## config.mk

```make
export PLATFORM = sky130hd
export DESIGN_NAME = riscv_fetch_ctrl
export DESIGN_NICKNAME = d
export VERILOG_FILES = /design/src/rtl/riscv_constants.sv /design/src/rtl/riscv_fetch_ctrl.sv
export SDC_FILE = /design/constraint.sdc
export NUM_CORES = 1
export LEC_CHECK = 0
export ABC_AREA = 1
export BUFFER_PORTS_ARGS = -buffer_cell sky130_fd_sc_hd__clkbuf_2
export CORE_MARGIN = 3
export CORE_UTILIZATION = 45
export CTS_BUF_LIST = sky130_fd_sc_hd__clkbuf_16
export DETAILED_ROUTE_END_ITERATION = 6
export PLACE_DENSITY = 0.77
export RECOVER_POWER = 25
export SLEW_MARGIN = 10
export SYNTH_ARGS = -nofsm -noshare
export SYNTH_HDL_FRONTEND = slang
export SYNTH_SLANG_ARGS = --single-unit
```

## constraint.sdc

```tcl
create_clock -name clk -period 1.6 [get_ports clk]
set_input_delay 0.08 -clock clk [delete_from_list [all_inputs] [get_ports clk]]
set_output_delay 0.08 -clock clk [all_outputs]
set_load 0.02 [all_outputs]
```

## src/rtl/riscv_constants.sv

```systemverilog
// Shared RISC-V front-end constants: PC source select and fetch sequencer states.
package riscv_constants;

    typedef enum logic [1:0] {
        PC_SEL_HOLD,
        PC_SEL_SEQ,
        PC_SEL_REDIRECT
    } pc_sel_t;

    typedef enum logic [2:0] {
        S_BOOT,
        S_REQ,
        S_WAIT,
        S_DRAIN,
        S_HOLD
    } fetch_state_t;

    // Instruction fetch is word-aligned, so the low two address bits are dropped.
    function automatic logic [31:0] align_word(input logic [31:0] addr);
        return addr & 32'hFFFF_FFFC;
    endfunction

endpackage

```

## src/rtl/riscv_fetch_ctrl.sv

```systemverilog
// Fetch sequencer: owns the fetch PC, keeps one imem request in flight,
// hands words to decode over valid/ready and squashes stale responses on redirect.
module riscv_fetch_ctrl
    import riscv_constants::*;
#(
    parameter logic [31:0] RESET_PC = 32'h0000_0000,
    parameter int          PC_STEP  = 4
) (
    input  logic        clk,
    input  logic        x_reset,
    input  logic        redirect_valid,
    input  logic [31:0] redirect_pc,
    output logic        imem_req,
    output logic [31:0] imem_addr,
    input  logic        imem_gnt,
    input  logic        imem_rvalid,
    input  logic [31:0] imem_rdata,
    output logic        inst_valid,
    output logic [31:0] inst_data,
    output logic [31:0] inst_pc,
    input  logic        inst_ready,
    output logic        busy
);

    fetch_state_t state, state_n;
    pc_sel_t      pc_sel;
    logic [31:0]  pc, pc_n;
    logic         load_inst;

    always_comb begin
        // NOTE: every signal written here gets a default first, so no path can infer a latch.
        state_n   = state;
        pc_sel    = PC_SEL_HOLD;
        load_inst = 1'b0;

        unique case (state)
            S_BOOT: state_n = S_REQ;
            S_REQ: begin
                if (redirect_valid) pc_sel = PC_SEL_REDIRECT;
                if (imem_gnt)       state_n = redirect_valid ? S_DRAIN : S_WAIT;
            end
            S_WAIT: begin
                if (redirect_valid) begin
                    pc_sel  = PC_SEL_REDIRECT;
                    state_n = imem_rvalid ? S_REQ : S_DRAIN;
                end else if (imem_rvalid) begin
                    load_inst = 1'b1;
                    state_n   = S_HOLD;
                end
            end
            // The in-flight response belongs to the old PC; swallow it before re-requesting.
            S_DRAIN: begin
                if (redirect_valid) pc_sel = PC_SEL_REDIRECT;
                if (imem_rvalid)    state_n = S_REQ;
            end
            S_HOLD: begin
                if (redirect_valid) begin
                    pc_sel  = PC_SEL_REDIRECT;
                    state_n = S_REQ;
                end else if (inst_ready) begin
                    pc_sel  = PC_SEL_SEQ;
                    state_n = S_REQ;
                end
            end
            default: state_n = S_BOOT;
        endcase

        unique case (pc_sel)
            PC_SEL_SEQ:      pc_n = pc + 32'(PC_STEP);
            PC_SEL_REDIRECT: pc_n = align_word(redirect_pc);
            default:         pc_n = pc;
        endcase
    end

    // NOTE: sequential state uses non-blocking assignments so every register samples pre-edge values.
    always_ff @(posedge clk) begin
        if (x_reset) begin
            state     <= S_BOOT;
            pc        <= RESET_PC;
            inst_data <= '0;
            inst_pc   <= '0;
        end else begin
            state <= state_n;
            pc    <= pc_n;
            if (load_inst) begin
                inst_data <= imem_rdata;
                inst_pc   <= pc;
            end
        end
    end

    assign imem_req   = (state == S_REQ);
    assign imem_addr  = pc;
    assign inst_valid = (state == S_HOLD);
    assign busy       = (state != S_BOOT);

endmodule
```

-- Yosys cells after proc, flatten, opt, wreduce, memory -nomap -nowiden
Cells that the tools add are included.
- output and inout port bits: 99
- word-level logic and storage cells: 37
- register bits: 99
- input bits: 70
- reductions and logical operators: 5
- mux-type cells: 17
- add/sub/neg operators: 1
- equal/unequal tests: 10
- operators with widths (cell ; count):
    32-bit case mux with 2 select lines ; 1
    32-bit by 3-bit adder with 32-bit output (second input constant) ; 1
    3-bit 2-to-1 mux ; 6
    3-bit case mux with 5 select lines ; 1
    3-bit by 2-bit equality test with 1-bit output (second input constant) ; 2
    2-bit 2-to-1 mux ; 3
    1-bit 2-to-1 mux ; 5
    2-bit case mux with 2 select lines ; 1
    4-bit AND reduction ; 1
    3-bit by 1-bit equality test with 1-bit output (second input constant) ; 1
    3-bit equality test (second input constant) ; 1
    3-bit logical NOT ; 1
    3-bit by 2-bit inequality test with 1-bit output (second input constant) ; 1
    3-bit inequality test (second input constant) ; 1
    3-bit nonzero test ; 1
    3-bit OR reduction ; 1
    2-bit by 1-bit equality test with 1-bit output (second input constant) ; 1
    2-bit equality test (second input constant) ; 1
    2-bit by 1-bit inequality test with 1-bit output (second input constant) ; 1
    2-bit inequality test (second input constant) ; 1
    2-bit nonzero test ; 1

-- Logic depth before layout (Yosys ltp)
Gate-level depths: netlist of run 1.
- depth after elaboration: 5
- depth in mapped cells: 14
- gate-level depth less buffers: 12

-- Least setup slack after synthesis of run 1
Ideal clock, no wire load.
- path type: register -> register
- start point: register state[1]
- end point: register pc[5] (netlist: imem_addr[5])
- slack: -0.478 ns
- data required time: 1.505 ns
- data arrival time: 1.983 ns
- path buffers: 2
- cell stages (with the launch flop): 10
- period minus slack after synthesis: 2.078 ns
- library setup time: 0.095 ns
- path through: dfxtp_1 inv_2 nand2_1 nor2_1 nand3_1 ha_1 clkbuf_1 clkbuf_1 a21oi_1 a221oi_1
- elaborated cells on any way between the ends: 10
- those cells by class: eq/ne (6); mux (2); reduce/logical (2)
- RTL lines (what ; RTL line ; RTL):
    from (decl) ; riscv_fetch_ctrl.sv:25 ; fetch_state_t state, state_n;
    from (signal assigned) ; riscv_fetch_ctrl.sv:83 ; state <= state_n;
    3-bit equality test (*) ; n/a ;
    via inst_valid ; riscv_fetch_ctrl.sv:18 ; output logic inst_valid,
    2-bit case mux with 2 select lines (*) ; riscv_fetch_ctrl.sv:36 ; unique case (state)
    2-bit equality test or 2-bit by 1-bit equality test with 1-bit output (tied branches) ; riscv_fetch_ctrl.sv:68 ; unique case (pc_sel)
    32-bit case mux with 2 select lines or 2-bit nonzero test (tied branches) ; n/a ;
    to (signal assigned) ; riscv_fetch_ctrl.sv:84 ; pc <= pc_n;
    to (decl) ; riscv_fetch_ctrl.sv:27 ; logic [31:0] pc, pc_n;
Mark *: on every way through the listed nets, which the timed path passes. The rest lies on a longest branch.
A chain may end at the register's enable or synchronous reset.

-- Final worst setup path of run 1
- start point: register state[1]
- end point: register pc[3] (netlist: imem_addr[3])
- longest elaborated chain between the ends: 5
- elaborated cells on any way between the ends: 10
- those cells by class: eq/ne (6); mux (2); reduce/logical (2)
- RTL lines (what ; RTL line):
    3-bit by 1-bit equality test with 1-bit output or 3-bit by 2-bit equality test with 1-bit output (tied branches) ; riscv_fetch_ctrl.sv:36
    3-bit OR reduction (no source line) ; n/a
    2-bit case mux with 2 select lines (*) ; riscv_fetch_ctrl.sv:36
    2-bit equality test or 2-bit by 1-bit equality test with 1-bit output (tied branches) ; riscv_fetch_ctrl.sv:68
    32-bit case mux with 2 select lines or 2-bit nonzero test (tied branches) ; n/a
Every way passes the cells marked *; elsewhere a longest branch is shown, timed or not.

==> results.cfg, run 1 <==
[status]
status = finished, violations left
violations = setup timing

[placement]
dp_hpwl_um = 10100
place_ws_ps = -60.3
io_buffers = 162
dp_cells = 951
place_area_mm2 = 0.00573
gp_congestion = 0.907

[synth]
synth_cell_types = 33
synth_compound_area_frac = 0.188
synth-simple-area-share = 0.297
syn_area_per_cell_um2 = 6.91
synth_area_mm2 = 0.00454
muxShareOfSynthArea = 0
synth_warnings = 0
synthAdderAreaFrac = 0.00552
synthesis.instances = 656
synth-seq-cells = 95
synth_xor_area_frac = 0.00579
synth_top_family_by_area = simple AND/OR/NAND/NOR gates
synth.yosys.seq_area_share = 0.419

[worst_setup_path]
cp_data_arrival_time_ps = 1950
path_class = flip-flop to flip-flop
critPathLaunchType = flip-flop
crit_path_end_kind = flip-flop
required_ps = 1840
cp_max_fo = 5

[floorplanning]
die_height_um = 106
row_count = 36
fp.dieW_um = 106
start_util = 0.464
core-area_mm2 = 0.00977
ios = 169
dieArea_mm2 = 0.0113

[timing]
fin_ws_ps = -111
min_period_ps = 1710
drv_slew = 0
tns_ps = -1380
rsz0062_at_grt = true
post-route-period-util = 1.07
fin_skew_ps = 11.3
hold_viol = 0
setup_viol = 24
maxClockFrequency_mhz = 585
fin_hold_ws_ps = 10.7

[hold_path]
hold_path.class = input port to flip-flop

[cts]
htree_num_levels = 3
insertion_delay_ps = 350
cts_tree = built
clkTransAtPathRegs_ps = 60
cts_buffers = 9
clk_path_buf_depth = 2
cts-root-buf = clkbuf_16
clock_sinks = 95

[power_and_ir_drop]
peakVddDrop_uv = 580
power.total_mw = 7.12
p_per_area_mw_per_mm2 = 1070
p_leak_nw = 2.96

[final_layout]
fillCellCount = 813
layoutNonFillerInstCount = 1011
drive_above_1_share = 0.315
multi_input_comb_area_mm2 = 0.00252
seq_area_mm2 = 0.00191
diodes = 0
layout.nets = 946
utilization = 0.679
postLayoutCellArea_mm2 = 0.00663
area_growth_pct = 46.3

[global_routing]
grt_max_degree = 54
grt_pass1_wl_um = 24300
antenna_found_initial = 0
grt_pass1_vias = 5084
grtUsageTotal = 0.265
grt_overflow = 0

[route]
wl_met1_um = 6560
dr_wl_met2_um = 7440
routedWlPerCell_um = 15.5
dr.pass1.iters = 5
vias_per_cell = 5.22
wirelength_um = 15700
drc = 0
ant_nets = 0
highest_layer = met4
vias = 5273
drtIter0Drc = 299
met3_length_um = 1250

[flow_run]
maxCapViolCount = 0
==> what timing repair did <==
item | CTS | global route
hold endpoints to repair | 31 | 0
hold buffers | 31 | 0
cloned | 2 | 2
gates resized for setup | 19 | 46
setup endpoints to repair | 28 | 41
buffers inserted | 7 | 4
pin swaps | 4 | 13
==> path summary, 6_finish.rpt <==
kind | start | to | slack, ps | depth (start not counted)
setup / recovery | state[1] | imem_addr[3] | -110 | 11
hold / removal | imem_rdata[26] | inst_data[26] | 10 | 3
setup reg to reg | state[1] | imem_addr[3] | -110 | 11
hold reg to reg | imem_addr[31] | imem_addr[31] | 510 | 2
==> synthesized netlist by cell type <==
| cell | number | share of area |
|---|---|---|
| nor2_1 | 144 | 0.12 |
| nand2_1 | 107 | 0.089 |
| dfxtp_1 | 95 | 0.42 |
| o21ai_0 | 81 | 0.089 |
| a21oi_1 | 65 | 0.072 |
| inv_1 | 36 | 0.030 |
| nand3_1 | 33 | 0.036 |
| clkbuf_1 | 17 | 0.014 |
| buf_4 | 12 | 0.020 |
| nor2_2 | 11 | 0.015 |
| nand2_2 | 7 | 0.0097 |
| buf_2 | 6 | 0.0066 |
| a21oi_2 | 5 | 0.0097 |
| nor2_4 | 5 | 0.012 |
| a221oi_1 | 4 | 0.0077 |
| buf_6 | 3 | 0.0074 |
| inv_2 | 3 | 0.0025 |
| nand4_1 | 3 | 0.0041 |
| xor2_1 | 3 | 0.0058 |
| ha_1 | 2 | 0.0055 |
| o211ai_1 | 2 | 0.0033 |
| clkbuf_2 | 1 | 0.0011 |
| conb_1 | 1 | 0.00083 |
| inv_4 | 1 | 0.0014 |
| nand2_4 | 1 | 0.0025 |
| nand3_2 | 1 | 0.0022 |
| nand3b_1 | 1 | 0.0017 |
| nor2_8 | 1 | 0.0044 |
| nor3_1 | 1 | 0.0011 |
| o21ai_1 | 1 | 0.0011 |
| o21bai_1 | 1 | 0.0017 |
| o21bai_2 | 1 | 0.0025 |
| o22ai_1 | 1 | 0.0014 |
==> area by class of cell <==
cell class,instances,area share
Multi-Input combinational cell,485,0.381
Timing Repair inverter,1,0.00113
Timing Repair Buffer,242,0.243
Inverter,40,0.0245
Tap cell,133,0.0251
Sequential cell,95,0.288
Clock inverter,6,0.00339
Clock buffer,9,0.0339
==> kinds of logic (layout without fill, tap and decap cells) <==
group	Yosys count	count (layout)
compound gates	161	161
xor+xnor	3	3
fa+ha+maj	2	2
buf+inv	79	298
flops	95	95
other cells	1	4
simple gates	315	315
==> placed cells by master (no fill, tap or decap), types with 2 or more instances in the layout <==
cell,synthesis,final
nor2_1,144,130
clkbuf_2,1,123
nand2_1,107,103
dfxtp_1,95,89
o21ai_0,81,71
a21oi_1,65,43
clkbuf_1,17,39
inv_1,36,33
buf_4,12,33
nand3_1,33,32
dlygate4sd3_1,0,31
a21oi_2,5,23
nor2_2,11,18
nor2_4,5,12
clkbuf_16,0,11
o21ai_1,1,10
nand2_2,7,9
inv_2,3,7
buf_12,0,7
dfxtp_2,0,5
a21oi_4,0,4
conb_1,1,4
buf_6,3,4
nand2_4,1,3
nand4_1,3,3
xor2_1,3,3
a221oi_2,0,3
clkinv_1,0,3
nand3_2,1,2
inv_6,0,2
o211ai_1,2,2
ha_4,0,2
buf_8,0,2
==> per-layer routing <==
layer	global-route usage	vias to the layer above
li1	-	2561
met2	0.445	256
met5	0	-
met4	0.109	0
met3	0.0680	41
met1	0.323	2415
==> power by group <==
group / switching [mW] / internal, mW / total (mW)
Sequential: 0.193 / 2.59 / 2.78
Clock: 0.880 / 1.01 / 1.89
Combinational: 1.44 / 1.00 / 2.44
==> critical path: stages (launching register included) <==
cell and delay (ps):
dfxtp_2 320, inv_2 70, nand2_4 80, nor2_4 90, inv_2 40, nand2_2 80
a21oi_4 40, ha_4 310, buf_8 140, clkinvlp_4 160, o211ai_1 210, inv_1 50
==> state kept, by name, indices dropped and copies added, names as in the netlist <==
register,flops
inst_data,32
imem_addr,30
inst_pc,30
state,3
Power figures use the tool's default switching activity.
==> run 2, diff against run 1 <==
PLACE_DENSITY = 0.74   (was 0.77)
clock period = 2.2 ns   (was 1.6 ns; I/O delays follow)
==> results.cfg, run 2 (synthesis gave the netlist of run 1 again) <==
[global_routing]
antenna_found_initial = 0
grt_pass1_wl_um = 22000
grtUsageTotal = 0.238
grt_pass1_vias = 4594
grt_max_degree = 57
grt_overflow = 0

[placement]
gp_congestion = 0.913
io_buffers = 162
place_ws_ps = 206
dp_hpwl_um = 9530

[worst_setup_path]
cp_data_arrival_time_ps = 2300
critPathLaunchType = flip-flop
crit_start = state[1]
crit_path_end_kind = flip-flop
rr_worst_depth = 8
reg2reg_from = state[1]
r2r_slack_ps = 130
required_ps = 2440
r2r_end = imem_addr[4]
path_class = flip-flop to flip-flop
cp-endpoint = imem_addr[4]
cp_max_fo = 10

[floorplanning]
ios = 169
core-area_mm2 = 0.00977
start_util = 0.464
die_height_um = 106
row_count = 36
fp.dieW_um = 106
dieArea_mm2 = 0.0113

[timing]
fin_hold_ws_ps = 1.53
tns_ps = 0
maxClockFrequency_mhz = 484
fin_skew_ps = 13.6
fin_ws_ps = 132
hold_viol = 0
post-route-period-util = 0.940
setup_viol = 0
min_period_ps = 2070
rsz0062_at_grt = false
drv_slew = 0

[final_layout]
final_cell_mix = nor2_1 (144), clkbuf_2 (115), nand2_1 (107)
largest-register = inst_data
layout.nets = 896
area_growth_pct = 29.9
diodes = 0
drive_above_1_share = 0.212
layout_commonest_cell = nor2_1
utilization = 0.603
largest_reg_flops = 32

[cts]
clock_sinks = 95
clk_path_buf_depth = 2
cts_setup_buffers = 0
clkTransAtPathRegs_ps = 80
cts-root-buf = clkbuf_16
htree_num_levels = 3
cts_tree = built
cts_buffers = 9
cts_resized = 0
insertion_delay_ps = 350

[status]
status = complete, no violations

[power_and_ir_drop]
p_leak_nw = 2.63
peakVddDrop_uv = 430
p_per_area_mw_per_mm2 = 836
power.total_mw = 4.93

[route]
dr.pass1.iters = 6
drc = 0
wirelength_um = 13900
drtIter0Drc = 399
routedWlPerCell_um = 14.4
vias = 4959
vias_per_cell = 5.15
ant_nets = 0

[flow_run]
maxCapViolCount = 0

[hold_path]
whs_path_depth = 3
hold_path.class = input port to flip-flop
[run 2: per-stage QoR]
step	instances	instance area (µm²)
3_5_place_dp	924	5410
6_report	962	5890
2_1_floorplan	659	4550
3_3_place_gp	924	5410
5_1_grt	962	5890
4_1_cts	962	5950
[run 2: power by group]
| part | internal [mW] | leakage [nW] | total, mW | switching [mW] |
|---|---|---|---|---|
| Clock | 0.922 | 0.159 | 1.66 | 0.739 |
| Combinational | 0.416 | 1.70 | 1.21 | 0.794 |
| Sequential | 1.88 | 0.771 | 2.05 | 0.176 |
[run 2: how the worst min path moves through the flow]
stage | startpoint | to | slack (ps)
after floorplan | imem_rdata[0] | inst_data[0] | 240
after global placement | imem_rdata[28] | inst_data[28] | 330
after detailed placement | imem_rdata[18] | inst_data[18] | 340
after CTS | imem_rdata[20] | inst_data[20] | 0.06
after global routing | imem_rdata[2] | inst_data[2] | 4
final | imem_rdata[19] | inst_data[19] | 2
[run 2: final cells by class]
| cell class | count | area [µm²] |
|---|---|---|
| fill | 930 | 3880 |
| multi-input combinational | 485 | 2270 |
| sequential | 95 | 1900 |
| timing repair buffer | 193 | 1080 |
| clock buffer | 9 | 225 |
| tap | 133 | 166 |
| inverter | 40 | 153 |
| clock inverter | 7 | 97.6 |
[run 2: layer usage]
layer,track usage,part of all wire,vias to the layer above
li1,-,-,2462
met1,0.309,0.44,2286
met4,0.0888,0.019,0
met5,0,0,-
met2,0.389,0.47,192
met3,0.0498,0.073,19
[run 2: what timing repair did]
item | 4_1_cts | 5_1_grt
hold endpoints to repair | 22 | 0
hold buffers | 22 | 0
setup endpoints to repair | 0 | 0
[run 2: critical path: stages (launching register included)]
cell and delay [ps]:
dfxtp_1 340, inv_2 80, nand2_1 100, nor2_1 210
nand3_1 110, ha_1 380, inv_1 280, o21ai_0 150
a221oi_1 300
==> run 3, diff against run 2 <==
PLACE_DENSITY = 0.84   (was 0.74)
==> results.cfg, run 3 (synthesis gave the netlist of run 1 again) <==
[final_layout]
fillCellCount = 957
layout_commonest_cell = nor2_1
largest-register = inst_data
final_cell_mix = nor2_1 (144), clkbuf_2 (115), nand2_1 (107)
largest_reg_flops = 32
drive_above_1_share = 0.212
postLayoutCellArea_mm2 = 0.00586
diodes = 0
area_growth_pct = 29.2
layout.nets = 898
layoutNonFillerInstCount = 964

[route]
ant_nets = 0
drc = 0
vias_per_cell = 5.11
dr.pass1.iters = 5
routedWlPerCell_um = 14.1
wirelength_um = 13600
drtIter0Drc = 333
vias = 4927

[timing]
post-route-period-util = 0.886
rsz0062_at_grt = false
fin_ws_ps = 251
maxClockFrequency_mhz = 513
drv_slew = 0
setup_viol = 0
min_period_ps = 1950
tns_ps = 0
fin_skew_ps = 10.8
fin_hold_ws_ps = 7.55
hold_viol = 0

[cts]
htree_num_levels = 3
insertion_delay_ps = 340
cts_tree = built
cts_buffers = 9
clkTransAtPathRegs_ps = 80
cts_resized = 0
cts-root-buf = clkbuf_16
clk_path_buf_depth = 2
clock_sinks = 95

[hold_path]
hold_path.class = input port to flip-flop

[power_and_ir_drop]
p_per_area_mw_per_mm2 = 816
peakVddDrop_uv = 378
p_leak_nw = 2.62

[worst_setup_path]
critPathLaunchType = flip-flop
critPathMaxStageDelay_ps = 370
cpMaxStageDelayCell = ha_1
path_class = flip-flop to flip-flop
worstPathCellList = inv_2 -> nand2_1 -> nor2_1 -> nand3_1 -> ha_1 -> inv_1 -> o21ai_0 -> a221oi_1
crit_path_end_kind = flip-flop
cp_max_fo = 10
cp_data_arrival_time_ps = 2200
required_ps = 2450

[global_routing]
grt_overflow = 0
antenna_found_initial = 0
grt_pass1_wl_um = 21800
grtUsageTotal = 0.236
grt_max_degree = 61
grt_pass1_vias = 4460

[placement]
dp_cells = 924
io_buffers = 162
dp_hpwl_um = 9190
place_ws_ps = 295
gp_congestion = 0.891
place_area_mm2 = 0.00539

[floorplanning]
start_util = 0.464
row_count = 36
die_height_um = 106
dieArea_mm2 = 0.0113
ios = 169
core-area_mm2 = 0.00977
fp.dieW_um = 106

[flow_run]
maxCapViolCount = 0

[status]
status = complete, no violations
run 3: layout make-up:
class                           instances  area, µm²  share of cell area
Clock buffer                            9        225              0.0384
Timing Repair Buffer                  195       1080               0.185
Inverter                               40        153              0.0260
Clock inverter                          7       61.3              0.0105
Tap cell                              133        166              0.0284
Sequential cell                        95       1900               0.324
Multi-Input combinational cell        485       2270               0.387
run 3: timing repair:
action,in CTS,in global routing
hold buffers,24,0
hold endpoints to repair,24,0
endpoints found under the setup margin,0,0
buffers inserted,0,0
run 3: metal layers:
layer | GRT usage | wire length (µm) | up-vias
met2 | 0.386 | 6420 | 188
met5 | 0 | 0 | -
met1 | 0.312 | 5840 | 2238
met3 | 0.0455 | 1050 | 27
met4 | 0.0814 | 255 | 0
li1 | - | - | 2474
run 3: final timing paths:
check                start            end  slack, ps  cells past startpoint
max               state[1]   imem_addr[4]        250                      8
min          imem_rdata[6]   inst_data[6]          8                      3
max reg2reg       state[1]   imem_addr[4]        250                      8
min reg2reg  imem_addr[31]  imem_addr[31]        510                      2
run 3: where the power goes:
part | leakage (nW) | switching (mW) | total [mW] | internal [mW]
registers | 0.771 | 0.174 | 2.05 | 1.88
clock network | 0.142 | 0.734 | 1.53 | 0.794
logic | 1.71 | 0.789 | 1.20 | 0.412
run 3: worst max-delay path: cells and delay by family, from the launching register on:
kind                     cells  cell delay, ps
adder cells (fa/ha/maj)      1             370
AO/OA/AOI/OAI                2             420
flip-flops                   1             330
buffers and inverters        2             350
AND/OR/NAND/NOR              3             380
run 3: per-stage QoR:
stage / total power, mW / utilization
2_1_floorplan: 2.85 / -
5_1_grt: 5.03 / 0.600
3_5_place_dp: 3.25 / 0.552
4_1_cts: 4.81 / 0.606
3_3_place_gp: 3.24 / 0.552
6_report: 4.78 / 0.600
